$ cat src/rtl/pwm_pkg.sv
// Shared definitions for the PWM duty-cycle sequencer.
package pwm_pkg;

    localparam int PWM_SEQ_CH_NUM     = 4;
    localparam int PWM_SEQ_CRX_WIDTH  = 16;
    localparam int PWM_SEQ_FIFO_DEPTH = 8;
    localparam int PWM_SEQ_RPT_WIDTH  = 8;

    typedef enum logic [1:0] {
        SEQ_IDLE,
        SEQ_ARM,
        SEQ_RUN
    } pwm_seq_state_e;

endpackage

$ cat src/rtl/pwm_seq_fifo.sv
// Frame FIFO with flush; accepts push and pop together even when full.
module pwm_seq_fifo #(
    parameter int WIDTH = 64,
    parameter int DEPTH = 8
) (
    input  logic                       clk,
    input  logic                       rst_n,
    input  logic                       flush,
    input  logic                       push,
    input  logic                       pop,
    input  logic [WIDTH-1:0]           wdata,
    output logic [WIDTH-1:0]           rdata,
    output logic                       full,
    output logic                       empty,
    output logic [$clog2(DEPTH):0]     level
);

    localparam int AW = $clog2(DEPTH);
    localparam logic [AW:0] FULL_LVL = DEPTH[AW:0];

    logic [WIDTH-1:0] mem [DEPTH];
    logic [AW-1:0]    wptr;
    logic [AW-1:0]    rptr;

    assign rdata = mem[rptr];
    assign full  = (level == FULL_LVL);
    assign empty = (level == '0);

    always_ff @(posedge clk or negedge rst_n) begin
        if (!rst_n) begin
            wptr  <= '0;
            rptr  <= '0;
            level <= '0;
        end else if (flush) begin
            wptr  <= '0;
            rptr  <= '0;
            level <= '0;
        end else begin
            if (push) wptr <= wptr + 1'b1;
            if (pop)  rptr <= rptr + 1'b1;
            case ({push, pop})
                2'b10:   level <= level + 1'b1;
                2'b01:   level <= level - 1'b1;
                default: ;
            endcase
        end
    end

    // Storage needs no reset; pointers define what is valid.
    always_ff @(posedge clk) begin
        if (push && !flush) mem[wptr] <= wdata;
    end

endmodule

$ cat src/rtl/pwm_duty_seq.sv
// Duty-cycle sequencer: pops one compare frame per due PWM period boundary
// and loads all channel compare values together.
module pwm_duty_seq
    import pwm_pkg::*;
#(
    parameter int CH_NUM     = PWM_SEQ_CH_NUM,
    parameter int CRX_WIDTH  = PWM_SEQ_CRX_WIDTH,
    parameter int FIFO_DEPTH = PWM_SEQ_FIFO_DEPTH,
    parameter int RPT_WIDTH  = PWM_SEQ_RPT_WIDTH
) (
    input  logic                            clk_i,
    input  logic                            rst_n_i,
    input  logic                            en_i,
    input  logic                            loop_i,
    input  logic                            clr_i,
    input  logic [RPT_WIDTH-1:0]            rpt_i,
    input  logic                            ovf_i,
    input  logic                            wr_valid_i,
    output logic                            wr_ready_o,
    input  logic [CH_NUM*CRX_WIDTH-1:0]     wr_data_i,
    output logic [CH_NUM*CRX_WIDTH-1:0]     cr_o,
    output logic                            cr_upd_o,
    output logic [$clog2(FIFO_DEPTH):0]     level_o,
    output logic                            underrun_o,
    output logic                            busy_o
);

    localparam int FW = CH_NUM * CRX_WIDTH;

    pwm_seq_state_e       state, state_nxt;
    logic [RPT_WIDTH-1:0] rep_cnt;
    logic [FW-1:0]        head;
    logic [FW-1:0]        fifo_wdata;
    logic                 full, empty;
    logic                 due, pop, recirc, push, fifo_push;

    // A boundary is "due" when a new frame should be taken; clr_i masks it.
    assign due = en_i & ovf_i & ~clr_i &
                 ((state == SEQ_ARM) | ((state == SEQ_RUN) & (rep_cnt == '0)));
    assign pop        = due & ~empty;
    assign recirc     = loop_i & pop;
    assign wr_ready_o = ~full & ~clr_i & ~recirc;
    assign push       = wr_valid_i & wr_ready_o;
    assign fifo_push  = push | recirc;
    assign fifo_wdata = recirc ? head : wr_data_i;
    assign busy_o     = (state != SEQ_IDLE);

    pwm_seq_fifo #(
        .WIDTH (FW),
        .DEPTH (FIFO_DEPTH)
    ) u_fifo (
        .clk   (clk_i),
        .rst_n (rst_n_i),
        .flush (clr_i),
        .push  (fifo_push),
        .pop   (pop),
        .wdata (fifo_wdata),
        .rdata (head),
        .full  (full),
        .empty (empty),
        .level (level_o)
    );

    always_ff @(posedge clk_i or negedge rst_n_i) begin
        if (!rst_n_i) state <= SEQ_IDLE;
        else          state <= state_nxt;
    end

    always_comb begin
        state_nxt = state;
        if (!en_i) begin
            state_nxt = SEQ_IDLE;
        end else begin
            case (state)
                SEQ_IDLE: state_nxt = SEQ_ARM;
                SEQ_ARM:  if (pop) state_nxt = SEQ_RUN;
                SEQ_RUN:  state_nxt = SEQ_RUN;
                default:  state_nxt = SEQ_IDLE;
            endcase
        end
    end

    always_ff @(posedge clk_i or negedge rst_n_i) begin
        if (!rst_n_i) begin
            cr_o       <= '0;
            cr_upd_o   <= 1'b0;
            rep_cnt    <= '0;
            underrun_o <= 1'b0;
        end else begin
            cr_upd_o <= pop;
            if (pop) begin
                cr_o    <= head;
                rep_cnt <= rpt_i;
            end else if (!en_i) begin
                rep_cnt <= '0;
            end else if (ovf_i && !clr_i && state == SEQ_RUN && rep_cnt != '0) begin
                rep_cnt <= rep_cnt - 1'b1;
            end
            // Only a running sequencer underruns; ARM just waits for data.
            if (clr_i)
                underrun_o <= 1'b0;
            else if (due && empty && state == SEQ_RUN)
                underrun_o <= 1'b1;
        end
    end

endmodule

$ cat config.mk
export PLATFORM = sky130hd
export DESIGN_NAME = pwm_duty_seq
export DESIGN_NICKNAME = d
export VERILOG_FILES = /design/src/rtl/pwm_pkg.sv /design/src/rtl/pwm_seq_fifo.sv /design/src/rtl/pwm_duty_seq.sv
export SDC_FILE = /design/constraint.sdc
export NUM_CORES = 1
export LEC_CHECK = 0
export BUFFER_PORTS_ARGS = -buffer_cell sky130_fd_sc_hd__buf_4
export CORE_MARGIN = 2
export CORE_UTILIZATION = 65
export CTS_CLUSTER_DIAMETER = 40
export DETAILED_ROUTE_END_ITERATION = 10
export PLACE_DENSITY = 0.95
export SLEW_MARGIN = 20
export SYNTH_ARGS = -nofsm -noshare
export SYNTH_HDL_FRONTEND = slang
export SYNTH_SLANG_ARGS = --single-unit
$ cat constraint.sdc
create_clock -name clk_i -period 12.7 [get_ports clk_i]
set_input_delay 1.27 -clock clk_i [delete_from_list [all_inputs] [get_ports clk_i]]
set_output_delay 1.27 -clock clk_i [all_outputs]
set_load 0.1 [all_outputs]
# == Yosys cells after proc, flatten, opt, wreduce, memory -nomap -nowiden ==
# Memory sizes are Yosys's and may differ from the RTL's.
# Index checks and enable logic that the tools add are counted.
# classes
add_sub_neg,5
n_reduce_logical,16
n_bitwise,15
n_mux,17
n_eq_ne,7
# op_table
cell,n
64-bit two-way mux,1
8-bit two-way mux,3
3-bit two-way mux,4
1-bit AND,9
8-bit zero test,1
4-bit case mux with 2 select lines,1
2-bit nonzero test,4
8-bit nonzero test,1
"8-bit by 1-bit subtractor with 8-bit output, second input constant",1
"3-bit by 1-bit adder with 3-bit output, second input constant",2
1-bit logical AND,6
2-bit case mux with 3 select lines,1
"4-bit by 1-bit adder with 4-bit output, second input constant",1
"2-bit by 1-bit equality test with 1-bit output, second input constant",2
"2-bit equality test, second input constant",2
"4-bit equality test, second input constant",1
4-bit zero test,1
1-bit two-way mux,4
2-bit two-way mux,2
4-bit two-way mux,1
1-bit NOT,4
"4-bit by 1-bit subtractor with 4-bit output, second input constant",1
"3-bit by 1-bit inequality test with 1-bit output, second input constant",1
"3-bit inequality test, second input constant",1
other kinds (4),5
# word_totals
mem_count,1
ff_bits,86
ram_bits,512
# mem_list
memory,depth,width,read_ports,rd_clocked_by_memory_dff,wr,line_no,source
u_fifo.mem,8,64,1,0,1,pwm_seq_fifo.sv:21,logic [WIDTH-1:0] mem [DEPTH];

# == Logic depth before layout (Yosys ltp) ==
# Gate-level depths: netlist of the first run.
# depth
ltp_word,13
depth_mapped,13
mapped_depth_nobuf,12

# == Hierarchy ==
# A second synthesis of the first run with hierarchy kept.
# unflattened
cells_unflattened,1106
hier_area_um2,23785.3
# by_module_without_submodules
mod,area_per_inst_um2,seq_area_each_um2,n_inst,cells_per_inst
pwm_seq_fifo,19864.1,15625.0,1,814
pwm_duty_seq,3921.3,1901.8,1,292

# == Worst setup path before layout of the first run ==
# Ideal clock, no wire load.
# synth_timing
path_kind,input to register
start,input clr_i
end,memory u_fifo.mem[0][0] (enable)
arrival_ns,6.422
slack_ns,5.713
setup_ns,0.565
stages,6
cell_sequence,and3b_1 and4_1 buf_6 buf_6 o21bai_2 nor3_1
# synth_between
elab_chain_len,12
elab_cells_between_ends,14
cone_classes,mux (2); bitwise (10); reduce/logical (2)
# synth_rtl
item,line_no,source
from (decl),pwm_duty_seq.sv:15,"input logic clr_i,"
1-bit NOT,"pwm_duty_seq.sv:38, pwm_duty_seq.sv:42",
1-bit AND (2 in a row),pwm_duty_seq.sv:38,assign due = en_i & ovf_i & ~clr_i &
1-bit AND,pwm_duty_seq.sv:40,assign pop = due & ~empty;
1-bit AND,pwm_duty_seq.sv:41,assign recirc = loop_i & pop;
1-bit NOT,pwm_duty_seq.sv:42,assign wr_ready_o = ~full & ~clr_i & ~recirc;
1-bit AND,pwm_duty_seq.sv:42,
1-bit AND,pwm_duty_seq.sv:43,assign push = wr_valid_i & wr_ready_o;
1-bit bitwise OR,pwm_duty_seq.sv:44,assign fifo_push = push | recirc;
1-bit logical AND (*),pwm_seq_fifo.sv:51,if (push && !flush) mem[wptr] <= wdata;
1-bit two-way mux (*),pwm_seq_fifo.sv:51,
1-bit two-way mux (implied by the code) (*),pwm_seq_fifo.sv:51,
to (decl),pwm_seq_fifo.sv:21,
# Every way passes the cells marked *; elsewhere a longest branch is shown, timed or not.

# == Final worst setup path of the first run ==
# layout_timing
start,register rep_cnt[0]
end,output wr_ready_o
# layout_between
elab_chain_len,8
# layout_rtl
item,line_no,source
from (decl),pwm_duty_seq.sv:31,logic [RPT_WIDTH-1:0] rep_cnt;
from (signal assigned),pwm_duty_seq.sv:93,rep_cnt <= rpt_i;
from (signal assigned),pwm_duty_seq.sv:97,rep_cnt <= rep_cnt - 1'b1;
8-bit zero test,pwm_duty_seq.sv:39,((state == SEQ_ARM) | ((state == SEQ_RUN) & (rep_cnt == '0)));
1-bit AND,pwm_duty_seq.sv:39,
1-bit bitwise OR,pwm_duty_seq.sv:39,
1-bit AND,pwm_duty_seq.sv:38,
1-bit AND,pwm_duty_seq.sv:40,
1-bit AND,pwm_duty_seq.sv:41,
1-bit NOT,pwm_duty_seq.sv:42,
1-bit AND,pwm_duty_seq.sv:42,
to (decl),pwm_duty_seq.sv:19,"output logic wr_ready_o,"
# Every way passes these cells.

==> impl_results.rst, run 1 <==
.. list-table::
   :header-rows: 1

   * - Metric
     - Value
   * - GP Congestion
     - 0.7615
   * - R2r worst-path depth
     - 8
   * - Area post-placement
     - 25370 sq um
   * - Setup TNS
     - 0 ps
   * - Cell leakage power
     - 9.584 nW
   * - PostCTS Resize Cnt
     - 0
   * - Clock skew after layout
     - 20.67 ps
   * - Fraction of registers with async set/reset
     - 0.1438
   * - Root cell of the clock tree
     - sky130_fd_sc_hd__clkbuf_16
   * - Post-route insts no fill
     - 1918
   * - Endpoint required time on the critical path
     - 11430 ps
   * - Hold path start
     - cr_o[61]$_DFFE_PN0P_
   * - Horiz. Die Dim
     - 195.1 um
   * - Router iterations before antenna repair
     - 6
   * - Routed WL per cell
     - 30.54 um
   * - Overall via count from detail_route
     - 13.16k
   * - Layout Utilization
     - 0.7667
   * - Synthesized area divided by synthesized cell count
     - 19.18 sq um
   * - Vias per cell
     - 6.859
   * - Max Root-Sink Buffers
     - 3
   * - MaxCap Viol Count
     - 0
   * - Number of instances on the worst hold path
     - 2
   * - Maximum number of pins on one net before global-route repair
     - 72
   * - N_diodes
     - 0
   * - Worst setup slack after layout
     - 7409 ps
   * - Sequential cell area fraction in the yosys report
     - 0.7387
   * - Global-route wire length before repair
     - 87310 um
   * - Placeable core region
     - 35740 sq um
   * - Worst Hold End
     - cr_o[61]$_DFFE_PN0P_
   * - Drt initial violations
     - 1746
   * - Overflow left after global routing
     - 0
   * - Setup Fix Bufs, Post-CTS
     - 0
   * - Gate Count Post-Synth
     - 1237
   * - Floorplan row count
     - 69
   * - Final antenna-violating net count
     - 0
   * - Area overhead of the layout relative to synthesis
     - 15.50%
   * - Overall die area
     - 38040 sq um
   * - Number of max-slew violations in the final report
     - 0
   * - Startpoint of the worst-slack reg-to-reg timing path
     - rep_cnt[0]$_DFFE_PN0P_
   * - Vias in the first global route
     - 13.65k
   * - Setup repair after global routing missed its margin
     - false
   * - Instance count after placement with tap cells included
     - 1806
   * - Worst hold path class
     - reg -> reg
   * - Dominant synthesized flop cell
     - sky130_fd_sc_hd__edfxtp_1
   * - Type of the worst setup path
     - reg -> out
   * - Latest clock arrival within the worst-skew pair
     - 600 ps
   * - Endpoints failing hold
     - 0
   * - Internal reg-to-reg setup slack
     - 8040 ps
   * - Kind of launch point of the worst setup path
     - flip-flop
   * - Status
     - completed
   * - Clk slew on worst S/H paths
     - 70 ps
   * - Total CTS buffers
     - 60
   * - Crit path max fanout
     - 39
   * - TritonCTS clock tree
     - yes
   * - Total setup violations reported at the end of the flow
     - 0
   * - Quantity of I/O buffers inserted on ports
     - 150
   * - Die Y-Extent
     - 195.1 um
   * - Number of antenna violations at the first check in global routing
     - 0
   * - End of the worst register-to-register path
     - u_fifo.mem[3][2]$_DFFE_PP_
   * - Post-Syn Area
     - 23730 sq um
   * - Worst Setup Slack post-DPL
     - 7807 ps
   * - Yosys Warn Count
     - 0
   * - Nets
     - 1496
   * - Endpoint type of the worst setup path
     - primary output
   * - Global-route usage over all layers
     - 0.3138
   * - Relative max-transition margin
     - 0.1973
   * - Power Dens Cells
     - 198.0 nW/um^2
   * - Total number of clock tree sinks
     - 598
   * - Portion of the clock cycle consumed by the worst path in the final layout
     - 0.4166
   * - Hpwl dp
     - 30210 um
   * - Finished Cell Area
     - 27400 sq um
   * - DRC violations left
     - 0
   * - Shortest clock period the worst path allows after layout
     - 5291 ps
   * - Synth Register Bits
     - 598
   * - Upper clock frequency limit
     - 0.1890 GHz
   * - Total I/O pin count
     - 151
   * - Fraction of final layout cells with drive strength greater than 1
     - 0.3713
   * - Critical path arrival
     - 4020 ps
   * - Number of enable-type register cells in the synthesized netlist
     - 512
   * - Maximum VDD drop
     - 0.0001734 V
   * - Slew at the pin with the worst max-slew slack
     - 1204 ps
   * - Count of cell types in the netlist
     - 48
   * - H-Tree Depth
     - 2
   * - Initial Utilization
     - 0.6638
   * - Post-synth net total
     - 1326
   * - Number of buffers inserted by hold repair at cts
     - 0
   * - Wire length reported by the detailed router
     - 58570 um
## registers in the layout (all words and copies together), names as in the netlist
name          count
u_fifo.mem      512
cr_o             64
rep_cnt           8
u_fifo.level      4
u_fifo.rptr       3
u_fifo.wptr       3
state             2
cr_upd_o          1
underrun_o        1
## metrics by stage
stage          power [mW]  hold slack [ps]
6_report            5.426            474.0
5_1_grt             5.555            501.7
4_1_cts             5.426            481.9
3_5_place_dp        3.616            463.1
3_3_place_gp        3.570            464.9
2_1_floorplan       3.312            520.4
## power by group
group	internal (mW)	switching, mW	leakage, nW
Sequential	2.30	0.0962	5.75
Clock	1.04	0.755	0.998
Combinational	0.291	0.938	2.84
## Yosys cell counts, types with 6 or more instances
library cell	count	area, sq um
sky130_fd_sc_hd__buf_6	7	78.83
sky130_fd_sc_hd__xnor2_1	6	52.55
sky130_fd_sc_hd__edfxtp_1	512	15370
sky130_fd_sc_hd__mux2_2	129	1453
sky130_fd_sc_hd__nor2_1	19	71.32
sky130_fd_sc_hd__clkbuf_1	28	105.1
sky130_fd_sc_hd__nand2_1	210	788.3
sky130_fd_sc_hd__o21ai_0	8	40.04
sky130_fd_sc_hd__ha_1	9	112.6
sky130_fd_sc_hd__mux4_2	128	2883
sky130_fd_sc_hd__nor3_1	6	30.03
sky130_fd_sc_hd__mux2i_1	7	70.07
sky130_fd_sc_hd__dfrtp_1	86	2152
sky130_fd_sc_hd__buf_2	19	95.09
sky130_fd_sc_hd__inv_1	9	33.78
## cell type report
cell class                      count  area, sq um
Multi-Input combinational cell    569         5924
Timing Repair Buffer              168         1301
Tap cell                          461        576.8
Clock buffer                       78         1690
Fill cell                        1703         8339
Inverter                           10        38.79
Clock inverter                     34        332.8
Sequential cell                   598        17540
## cell families (layout without fill, tap and decap cells)
group                      Yosys count  after routing  share of synthesized area
xor gates and xnor gates             8              8                   0.002953
buffers and inverters               70            290                    0.01445
AOI/OAI and AO/OA                   26             26                   0.007701
adders and majority gates           10             10                   0.005590
muxes                              264            264                     0.1857
DFF                                598            598                     0.7387
and+or+nand+nor                    261            261                    0.04488
## critical path: stages (launching register included)
cell	delay, ps
sky130_fd_sc_hd__dfrtp_1	420
sky130_fd_sc_hd__inv_1	140
sky130_fd_sc_hd__ha_1	250
sky130_fd_sc_hd__or3b_2	540
sky130_fd_sc_hd__o21bai_4	300
sky130_fd_sc_hd__and4_4	670
sky130_fd_sc_hd__buf_4	670
sky130_fd_sc_hd__nor3_1	110
sky130_fd_sc_hd__buf_4	270
## per-layer routing
| layer | vias to the layer above | wire [um] | GRT usage |
|---|---|---|---|
| met2 | 1119 | 29580 | 0.5261 |
| met4 | 0 | 2328 | 0.1193 |
| met1 | 6659 | 20240 | 0.4155 |
| met5 | - | 0 | 0 |
| met3 | 205 | 6427 | 0.06200 |
| li1 | 5173 | - | - |
## worst max-delay path by stage
stage                           start                          end  slack (ps)  cells after the start
3_5_place_dp                    clr_i  u_fifo.level[1]$_DFFE_PN0P_        7810                      8
5_1_grt        rep_cnt[0]$_DFFE_PN0P_                   wr_ready_o        7320                      8
3_3_place_gp                    clr_i  u_fifo.level[1]$_DFFE_PN0P_        8000                      8
6_report       rep_cnt[0]$_DFFE_PN0P_                   wr_ready_o        7410                      8
2_1_floorplan                   clr_i   u_fifo.mem[0][0]$_DFFE_PP_        5710                      6
4_1_cts        rep_cnt[0]$_DFFE_PN0P_                   wr_ready_o        7440                      8
## layout by cell type (no fill, tap or decap), drive strengths merged, types with 2 or more instances in the layout
cell	n
nor2	19
nand3	5
nor4	2
edfxtp	512
clkinv	22
nand2b	5
xor2	2
clkinvlp	2
mux4	128
ha	9
nand2	211
buf	168
o21bai	3
and3b	2
nor3	6
mux2i	7
a21oi	4
clkbuf	78
mux2	129
xnor2	6
dfrtp	86
o21ai	11
bufinv	5
nor2b	3
inv	15
No activity file was read; power rests on OpenSTA's default activity.
==> run 2: changes to the inputs <==
--- a/config.mk
+++ b/config.mk
@@ -5,12 +5,13 @@
 export SDC_FILE = /design/constraint.sdc
 export NUM_CORES = 1
 export LEC_CHECK = 0
+export ABC_AREA = 1
 export BUFFER_PORTS_ARGS = -buffer_cell sky130_fd_sc_hd__buf_4
 export CORE_MARGIN = 2
-export CORE_UTILIZATION = 65
+export CORE_UTILIZATION = 61
 export CTS_CLUSTER_DIAMETER = 40
 export DETAILED_ROUTE_END_ITERATION = 10
-export PLACE_DENSITY = 0.95
+export PLACE_DENSITY = 0.91
 export SLEW_MARGIN = 20
 export SYNTH_ARGS = -nofsm -noshare
 export SYNTH_HDL_FRONTEND = slang
==> constraint.sdc (replaced) <==
create_clock -name clk_i -period 5.5 [get_ports clk_i]
set_input_delay 0.55 -clock clk_i [delete_from_list [all_inputs] [get_ports clk_i]]
set_output_delay 0.55 -clock clk_i [all_outputs]
set_load 0.1 [all_outputs]
==> impl_results.rst, run 2 <==
.. list-table::
   :header-rows: 1

   * - Metric
     - Value
   * - Status
     - completed
   * - Kind of launch point of the worst setup path
     - flip-flop
   * - Overall die area
     - 41670 sq um (+9.5%)
   * - Total CTS buffers
     - 61 (+1.7%)
   * - Commonest cells after routing, fill and taps aside
     - sky130_fd_sc_hd__nand2_1 (643), sky130_fd_sc_hd__edfxtp_1 (512), sky130_fd_sc_hd__nor2_1 (390), sky130_fd_sc_hd__buf_4 (170), sky130_fd_sc_hd__o21ai_0 (142)
   * - Shortest clock period the worst path allows after layout
     - 3813 ps
   * - Worst Hold End
     - underrun_o$_DFFE_PN0P_
   * - Maximum number of pins on one net before global-route repair
     - 185 (+160%)
   * - Gate Count Post-Synth
     - 2123 (+72%)
   * - Count of cell types in the netlist
     - 27 (-44%)
   * - Maximum VDD drop
     - 0.0003463 V (+100%)
   * - Yosys top cell area share
     - 0.6293 (-0.01869)
   * - Routed WL per cell
     - 21.36 um (-30%)
   * - Initial Utilization
     - 0.6163 (-0.04752)
   * - Top Registers
     - u_fifo.mem (512), cr_o (64), rep_cnt (8)
   * - Total I/O pin count
     - 151 (unchanged)
   * - H-Tree Depth
     - 2 (unchanged)
   * - Synth Register Bits
     - 598 (unchanged)
   * - # fillers
     - 2441 (+43%)
   * - Placeable core region
     - 39640 sq um (+11%)
   * - Total setup violations reported at the end of the flow
     - 0 (unchanged)
   * - Met2 wire len
     - 29190 um (-1.3%)
   * - Worst Setup Slack post-DPL
     - 1805 ps (-6002 ps)
   * - Flip-flop count of the largest register after layout
     - 512 (unchanged)
   * - Cell type contributing the most total cell area after synthesis
     - sky130_fd_sc_hd__edfxtp_1
   * - Global-route wire length before repair
     - 92810 um (+6.3%)
   * - Post-synth net total
     - 2212 (+67%)
   * - Setup Fix Bufs, Post-CTS
     - 0 (unchanged)
   * - Power Dens Cells
     - 445.1 nW/um^2 (+120%)
   * - Number of max-slew violations in the final report
     - 0 (unchanged)
   * - GP Congestion
     - 0.8489 (+11%)
   * - Clock skew after layout
     - 22.64 ps (+1.968 ps)
   * - Worst hold path class
     - in -> reg
   * - Endpoint type of the worst setup path
     - flip-flop
   * - Setup crit start
     - rep_cnt[0]$_DFFE_PN0P_
   * - Clk slew on worst S/H paths
     - 60 ps (about the same)
   * - Number of enable-type register cells in the synthesized netlist
     - 512 (unchanged)
   * - Number of antenna violations at the first check in global routing
     - 0 (unchanged)
   * - Fraction of registers with async set/reset
     - 0.1438 (unchanged)
   * - Overall via count from detail_route
     - 17.42k (+32%)
   * - Leading cell type by number of instances after synthesis
     - sky130_fd_sc_hd__nand2_1
   * - Wire length reported by the detailed router
     - 60050 um (+2.5%)
   * - Setup TNS
     - 0 ps (unchanged)
   * - Floorplan row count
     - 73 (+5.8%)
   * - Startpoint of the worst-slack reg-to-reg timing path
     - rep_cnt[0]$_DFFE_PN0P_
   * - Synthesized area divided by synthesized cell count
     - 11.51 sq um (-40%)
   * - Portion of the clock cycle consumed by the worst path in the final layout
     - 0.6933
   * - Router iterations before antenna repair
     - 6 (unchanged)
   * - Quantity of I/O buffers inserted on ports
     - 150 (unchanged)
   * - Sequential cell area fraction in the yosys report
     - 0.7174 (-0.02130)
   * - Number of instances on the worst hold path
     - 2 (unchanged)
   * - Register ranked first by flip-flop count
     - u_fifo.mem
   * - Vias in the first global route
     - 17.34k (+27%)
   * - Uppermost layer routed
     - met4
   * - Horiz. Die Dim
     - 204.1 um (+4.7%)
   * - Fraction of final layout cells with drive strength greater than 1
     - 0.1304 (-0.2410)
   * - Yosys Warn Count
     - 0 (unchanged)
   * - Dominant synthesized flop cell
     - sky130_fd_sc_hd__edfxtp_1
   * - Upper clock frequency limit
     - 0.2622 GHz
   * - Hpwl dp
     - 31670 um (+4.8%)
   * - Relative max-transition margin
     - 0.2316 (+0.03435)
   * - Endpoint required time on the critical path
     - 5930 ps (-5500 ps)
   * - Cell leakage power
     - 10.83 nW (+13%)
   * - Crit path max fanout
     - 36 (-7.7%)
   * - Leading cell types by total area after synthesis
     - sky130_fd_sc_hd__edfxtp_1 (63%), sky130_fd_sc_hd__nand2_1 (9.9%), sky130_fd_sc_hd__dfrtp_1 (8.8%)
   * - DRC violations left
     - 0 (unchanged)
   * - Final antenna-violating net count
     - 0 (unchanged)
   * - R2r worst-path depth
     - 14 (+6)
   * - Endpoints failing hold
     - 0 (unchanged)
   * - Hold path start
     - clr_i
   * - End of the worst register-to-register path
     - u_fifo.mem[1][17]$_DFFE_PP_
   * - Critical path arrival
     - 4240 ps (+220 ps)
   * - N_diodes
     - 0 (unchanged)
   * - Max Root-Sink Buffers
     - 3 (unchanged)
   * - Internal reg-to-reg setup slack
     - 1690 ps (-6350 ps)
   * - Most used standard cells in the synthesized netlist
     - sky130_fd_sc_hd__nand2_1 (643), sky130_fd_sc_hd__edfxtp_1 (512), sky130_fd_sc_hd__nor2_1 (398)
   * - Overflow left after global routing
     - 0 (unchanged)
   * - Die Y-Extent
     - 204.1 um (+4.7%)
   * - Routed metal-1 wirelength
     - 22350 um (+10%)
   * - Drt initial violations
     - 2256 (+29%)
   * - Vias per cell
     - 6.198 (-9.6%)
   * - Global-route usage over all layers
     - 0.2890 (-0.02489)
   * - Nets
     - 2323 (+55%)
   * - Setup repair after global routing missed its margin
     - false
   * - Latest clock arrival within the worst-skew pair
     - 620 ps (+20 ps)
   * - Post-Syn Area
     - 24430 sq um (+3.0%)
   * - MaxCap Viol Count
     - 0 (unchanged)
   * - Worst setup slack after layout
     - 1687 ps (-5722 ps)
   * - Total number of clock tree sinks
     - 598 (unchanged)
   * - Commonest non-fill, non-tap cell in the layout
     - sky130_fd_sc_hd__nand2_1
   * - TritonCTS clock tree
     - yes
   * - Detail Route met3 WL
     - 6625 um (+3.1%)
   * - Root cell of the clock tree
     - sky130_fd_sc_hd__clkbuf_16
   * - Area overhead of the layout relative to synthesis
     - 14.49%
   * - Type of the worst setup path
     - reg -> reg
   * - Slew at the pin with the worst max-slew slack
     - 1153 ps (-51.53 ps)
run 2: routing by layer:
layer | global-route usage | vias up
li1 | - | 7618
met1 | 0.3859 | 8392
met2 | 0.4679 | 1227
met3 | 0.05692 | 185
met4 | 0.1237 | 0
met5 | 0 | -
run 2: through the flow:
stage	power (mW)	area, sq um	utilization	hold slack [ps]	instances
floorplan	7.664	24430	-	254.4	2123
global placement	8.257	25870	0.6526	466.3	2694
detailed placement	8.322	25870	0.6526	467.7	2694
CTS	12.46	27940	0.7049	143.4	2810
global route	12.80	27970	0.7056	154.4	2811
finish	12.45	27970	0.7056	153.7	2811
run 2: logic make-up (layout without fill, tap and decap cells):
family,after synthesis,count (layout),share of synthesized area
and+or+nand+nor,1073,1073,0.1674
DFF,598,598,0.7174
AOI/OAI and AO/OA,279,279,0.07729
buffers and inverters,156,319,0.02991
adders and majority gates,10,10,0.005429
xor gates and xnor gates,7,7,0.002510
run 2: worst max-delay path by stage:
stage,slack [ps],cells after the start,to
finish,1690,14,u_fifo.mem[1][17]$_DFFE_PP_
global route,1490,14,u_fifo.mem[2][24]$_DFFE_PP_
CTS,1790,14,u_fifo.mem[1][17]$_DFFE_PP_
detailed placement,1810,11,u_fifo.mem[0][26]$_DFFE_PP_
global placement,1930,11,u_fifo.mem[0][26]$_DFFE_PP_
floorplan,520,8,u_fifo.mem[0][0]$_DFFE_PP_
run 2: area by class of cell:
class | count | area [sq um] | area share
Sequential cell | 598 | 17540 | 0.6269
Tap cell | 525 | 656.9 | 0.02348
Multi-Input combinational cell | 1369 | 6242 | 0.2232
Timing Repair Buffer | 174 | 1354 | 0.04840
Clock buffer | 83 | 1660 | 0.05936
Clock inverter | 32 | 401.6 | 0.01436
Inverter | 30 | 120.1 | 0.004294
run 2: what timing repair did:
action	CTS	global route
hold buffers	1	0
endpoints found under the hold margin	33	0
gates resized for setup	0	0
run 2: where the power goes:
part / total [mW] / internal, mW / switching [mW]
clock: 4.19 / 2.46 / 1.73
combinational: 2.80 / 0.562 / 2.24
sequential: 5.45 / 5.27 / 0.185
total: 12.5 / 8.29 / 4.16
run 2: critical path, stage by stage, from the launching register on:
cell and delay (ps):
sky130_fd_sc_hd__dfrtp_1 400, sky130_fd_sc_hd__inv_1 120, sky130_fd_sc_hd__ha_1 150, sky130_fd_sc_hd__inv_1 40, sky130_fd_sc_hd__nor2_1 160, sky130_fd_sc_hd__nand3_2 110
sky130_fd_sc_hd__nand2_1 70, sky130_fd_sc_hd__nand2_1 80, sky130_fd_sc_hd__nor2_4 110, sky130_fd_sc_hd__nand2_4 290, sky130_fd_sc_hd__buf_4 390, sky130_fd_sc_hd__inv_2 760
sky130_fd_sc_hd__buf_4 550, sky130_fd_sc_hd__nand2_1 140, sky130_fd_sc_hd__nand2_1 220
